==> src/rtl/mult_accum.sv <==
// mult_accum: sums N_TERMS unsigned products from the upstream multiplier into
// one frame result. The result is held on a valid/ready output until it is
// consumed.
//
// Ports
//   clk, rst          rising-edge clock, asynchronous active-high reset
//   in_valid/in_ready product handshake (in_ready decoded from state only)
//   product [2*DW]    unsigned product, zero-extended into the accumulator
//   flush             synchronous discard of a partial frame (ignored in HOLD)
//   out_valid/out_ready result handshake (out_valid decoded from state only)
//   out_sum [AW]      completed frame sum, stable while out_valid is high
//   frames_done [8]   results consumed, wraps modulo 256
//
// state | meaning
// ------+--------------------------------------------------------------
// ACC   | accepting products, in_ready=1, out_valid=0
// HOLD  | frame result presented, in_ready=0, out_valid=1
module mult_accum #(
  parameter int DW      = 1,
  parameter int N_TERMS = 4,
  parameter int AW      = 2*DW + $clog2(N_TERMS)
) (
  input  logic          clk,
  input  logic          rst,
  input  logic          in_valid,
  output logic          in_ready,
  input  logic [2*DW-1:0] product,
  input  logic          flush,
  output logic          out_valid,
  input  logic          out_ready,
  output logic [AW-1:0] out_sum,
  output logic [7:0]    frames_done
);

  localparam int CW = $clog2(N_TERMS) + 1;
  localparam logic [CW-1:0] LAST_CNT = CW'(N_TERMS - 1);

  typedef enum logic {
    ST_ACC  = 1'b0,
    ST_HOLD = 1'b1
  } state_t;

  state_t        state_q, state_d;
  logic [AW-1:0] acc_q, acc_d;
  logic [AW-1:0] sum_q, sum_d;
  logic [CW-1:0] cnt_q, cnt_d;
  logic [7:0]    frames_q, frames_d;
  logic [AW-1:0] acc_plus;

  always_ff @(posedge clk or posedge rst) begin
    if (rst) begin
      state_q  <= ST_ACC;
      acc_q    <= '0;
      sum_q    <= '0;
      cnt_q    <= '0;
      frames_q <= '0;
    end else begin
      state_q  <= state_d;
      acc_q    <= acc_d;
      sum_q    <= sum_d;
      cnt_q    <= cnt_d;
      frames_q <= frames_d;
    end
  end

  always_comb begin
    acc_plus = acc_q + AW'(product);
    state_d  = state_q;
    acc_d    = acc_q;
    sum_d    = sum_q;
    cnt_d    = cnt_q;
    frames_d = frames_q;
    if (state_q == ST_ACC) begin
      // flush takes priority; a coincident product is consumed and dropped
      if (flush) begin
        acc_d = '0;
        cnt_d = '0;
      end else if (in_valid) begin
        if (cnt_q == LAST_CNT) begin
          sum_d   = acc_plus;
          acc_d   = '0;
          cnt_d   = '0;
          state_d = ST_HOLD;
        end else begin
          acc_d = acc_plus;
          cnt_d = cnt_q + CW'(1);
        end
      end
    end else begin
      if (out_ready) begin
        frames_d = frames_q + 8'd1;
        state_d  = ST_ACC;
      end
    end
  end

  assign in_ready    = (state_q == ST_ACC);
  assign out_valid   = (state_q == ST_HOLD);
  assign out_sum     = sum_q;
  assign frames_done = frames_q;

endmodule

==> config.mk <==
export PLATFORM = sky130hd
export DESIGN_NAME = mult_accum
export DESIGN_NICKNAME = d
export VERILOG_FILES = /design/src/rtl/mult_accum.sv
export SDC_FILE = /design/constraint.sdc
export NUM_CORES = 1
export LEC_CHECK = 0
export ABC_AREA = 1
export BUFFER_PORTS_ARGS = -buffer_cell sky130_fd_sc_hd__buf_2
export CAP_MARGIN = 0
export CORE_UTILIZATION = 56
export DETAILED_ROUTE_END_ITERATION = 16
export PLACE_DENSITY = 0.81
export SLEW_MARGIN = 30
export SYNTH_ARGS = -nofsm -noshare
export SYNTH_HDL_FRONTEND = slang
export SYNTH_SLANG_ARGS = --single-unit
export TNS_END_PERCENT = 1
==> constraint.sdc <==
create_clock -name clk -period 2.8 [get_ports clk]
set_input_delay 0.28 -clock clk [delete_from_list [all_inputs] [get_ports clk]]
set_output_delay 0.28 -clock clk [all_outputs]
set_load 0.02 [all_outputs]
==> results.yml <==
run_status:
  outcome: "finished, final reports clean"
cts:
  ctsHtreeMaxLevel: 1
  clock_path_buffers: 2
  clkLatencyLatePin_ns: 0.30
  ctsRootBufferMaster: "sky130_fd_sc_hd__clkbuf_4"
  post_cts_resized: 0
  clkTransAtPathRegs_ns: 0.11
  cts_inserted_buffers: 3
  tritoncts_clock_tree: "done"
  cts_post_setup_buffers_inserted: 0
  cts.sink_count: 20
  cts_hold_buffers: 0
detailed_routing:
  drc: 0
  routed_via_count: 760
  total_routed_wirelength_um: 1890
  detailedRoute.firstPassIterationCount: 4
  wl_per_cell_um: 12.0
  drt_iter0_markers: 14
  vias_per_cell: 4.84
  final_antenna_net_count: 0
worst_setup_path:
  worst-path-max-fanout: 2
  cp_data_required_time_ns: 3.05
  setup.worst_path.start_class: "flip-flop"
  signal_arrival_time_at_the_worst_endpoint_ns: 1.69
  worstSetupEndpointType: "flip-flop"
  kind_of_critical_path: "reg -> reg"
power:
  vdd.ir_drop.worst_mv: 0.321
  static-leakage-power_nw: 0.655
  power_density_of_the_placed_cells_nw_per_um2: 498
yosys:
  synth_sequential_area_ratio_pct: 49.8
  yosys_register_bits: 20
  post_synth.cell_area_avg_um2: 9.13
  mappedNetlistArea_um2: 1000
  synth_cells: 110
  syn-num-nets: 122
  ys_warn_count: 0
  synth.distinct_cells: 24
die:
  initial_core_util_pct: 63.0
  io_pins: 21
  die_w_um: 44.4
  core.rowCount: 14
  core_region_area_um2: 1590
  die_height_um: 44.4
  die_area_um2: 1970
grt:
  first_global_vias: 788
  global_route.usage.total_pct: 22.7
  grt_overflow_total: 0
  grt_max_degree: 21
  grt_antenna_before_repair: 0
  wire_length_of_the_first_global_routing_pass_um: 3220
placed_design:
  hpwl_um: 1460
  io_buffers: 20
  gpl.final_weighted_congestion: 0.817
sta:
  relSlewSlack_pct: 49.9
  layout_worst_path_cycle_share_pct: 51.3
  achievable-frequency_ghz: 0.697
  setup_tns_final_ns: 0
  fin_worst_skew_ns: 0.00300
  slew_viol_final: 0
  final_hold_viol_count: 0
  post-route-min-period_ns: 1.44
  worst_slew_pin_slew_ns: 0.750
  setup_viol_count_final: 0
  final.hold.worst_slack_ns: 0.0864
  rsz0062_at_grt: "false"
final_layout:
  design.final.nets: 147
  layout_commonest_cell: "sky130_fd_sc_hd__nand2_1"
  mostFrequentLayoutCells: "sky130_fd_sc_hd__nand2_1 (31), sky130_fd_sc_hd__dfrtp_1 (20), sky130_fd_sc_hd__buf_2 (20)"
  final_core_density_pct: 72.6
  layout_filler_cell_count: 125
  layout-drive-gt1-share_pct: 26.3
  layout_overhead_on_the_synthesized_area_pct: 15.2
  n_antenna_cell: 0
job:
  drv_cap: 0
worst_hold_path:
  min_delay_worst_type: "in -> async"
==> metrics by stage <==
step	worst slack [ns]	area, um2	total power, mW	cells
CTS	1.38	1160	0.578	157
detailed placement	1.36	1130	0.447	154
global placement	1.49	1130	0.439	154
global route	1.24	1160	0.608	157
floorplan	1.55	1000	0.407	110
finish	1.36	1160	0.576	157
==> logic make-up (layout without fill, tap and decap cells) <==
logic type / after synthesis / after routing / synth area share (%)
and+or+nand+nor: 50 / 50 / 24.7
buffers and inverters: 20 / 43 / 7.47
adders and majority gates: 5 / 5 / 6.97
DFF: 20 / 20 / 49.8
muxes: 1 / 1 / 1.12
xor gates and xnor gates: 5 / 5 / 4.36
AOI/OAI and AO/OA: 9 / 9 / 5.60
==> critical path: stages, from the launching register on <==
cell and delay [ns]:
sky130_fd_sc_hd__dfrtp_1 0.37, sky130_fd_sc_hd__ha_1 0.18, sky130_fd_sc_hd__inv_1 0.06, sky130_fd_sc_hd__fa_1 0.39, sky130_fd_sc_hd__xnor2_1 0.23, sky130_fd_sc_hd__nand2_1 0.09
sky130_fd_sc_hd__nand2_1 0.07
==> report_power, final <==
| group | leakage, nW | internal, mW | switching, mW |
|---|---|---|---|
| sequential | 0.263 | 0.311 | 0.0199 |
| clock | 0.0138 | 0.0503 | 0.0860 |
| combinational | 0.378 | 0.0392 | 0.0699 |
| total | 0.655 | 0.400 | 0.176 |
==> Yosys cell counts <==
| cell | count | share of area, % |
|---|---|---|
| sky130_fd_sc_hd__nor2_2 | 2 | 1.2 |
| sky130_fd_sc_hd__nor2_1 | 3 | 1.1 |
| sky130_fd_sc_hd__nand4_1 | 2 | 1.2 |
| sky130_fd_sc_hd__o21a_1 | 1 | 0.75 |
| sky130_fd_sc_hd__o21ai_1 | 2 | 1.0 |
| sky130_fd_sc_hd__ha_1 | 4 | 5.0 |
| sky130_fd_sc_hd__nand3_1 | 5 | 2.5 |
| sky130_fd_sc_hd__mux2_2 | 1 | 1.1 |
| sky130_fd_sc_hd__xnor2_1 | 2 | 1.7 |
| sky130_fd_sc_hd__xor2_1 | 3 | 2.6 |
| sky130_fd_sc_hd__dfrtp_1 | 20 | 50 |
| sky130_fd_sc_hd__nand3_2 | 1 | 1.0 |
| sky130_fd_sc_hd__nor3_4 | 1 | 1.6 |
| sky130_fd_sc_hd__o21ai_2 | 2 | 1.7 |
| sky130_fd_sc_hd__nand2_1 | 31 | 12 |
| sky130_fd_sc_hd__a21oi_1 | 1 | 0.50 |
| sky130_fd_sc_hd__o21ai_0 | 2 | 1.0 |
| sky130_fd_sc_hd__fa_1 | 1 | 2.0 |
| sky130_fd_sc_hd__inv_2 | 2 | 0.75 |
| sky130_fd_sc_hd__o22ai_1 | 1 | 0.62 |
| sky130_fd_sc_hd__nor2_4 | 2 | 2.2 |
| sky130_fd_sc_hd__nand3b_1 | 2 | 1.5 |
| sky130_fd_sc_hd__nand2_2 | 1 | 0.62 |
| sky130_fd_sc_hd__inv_1 | 18 | 6.7 |
==> registers in the layout, summed over array words and instances, names as in the netlist <==
signal       count
out_valid        1
cnt_q            3
acc_q            4
frames_done      8
out_sum          4
==> final timing paths <==
path	from	end	slack, ns	depth (start not counted)
max	acc_q[0]$_DFFE_PP0P_	acc_q[2]$_DFFE_PP0P_	1.36	6
min	rst	cnt_q[0]$_DFFE_PP0P_	0.09	2
max reg2reg	acc_q[0]$_DFFE_PP0P_	acc_q[2]$_DFFE_PP0P_	1.36	6
min reg2reg	out_sum[3]$_DFFE_PP0P_	out_sum[3]$_DFFE_PP0P_	0.49	2
max in group asynchronous	rst	out_valid$_DFF_PP0_	2.25	2
min in group clk	out_ready	out_valid$_DFF_PP0_	0.23	2
==> final cells by class <==
class | count | area [um2] | area share, %
multi-input combinational | 70 | 429 | 37.1
inverter | 20 | 75.1 | 6.49
tap | 24 | 30.0 | 2.59
sequential | 20 | 500 | 43.2
clock buffer | 3 | 22.5 | 1.95
timing repair buffer | 20 | 100 | 8.65
==> layer usage <==
metal | wire (um) | GRT usage (%) | vias up | part of all wire (%)
li1 | - | - | 391 | -
met1 | 877 | 29.6 | 346 | 46
met2 | 917 | 37.6 | 20 | 49
met3 | 63 | 2.86 | 3 | 3.3
met4 | 30 | 10.9 | 0 | 1.6
met5 | 0 | 0 | - | 0
No activity file was read; power rests on OpenSTA's default activity.
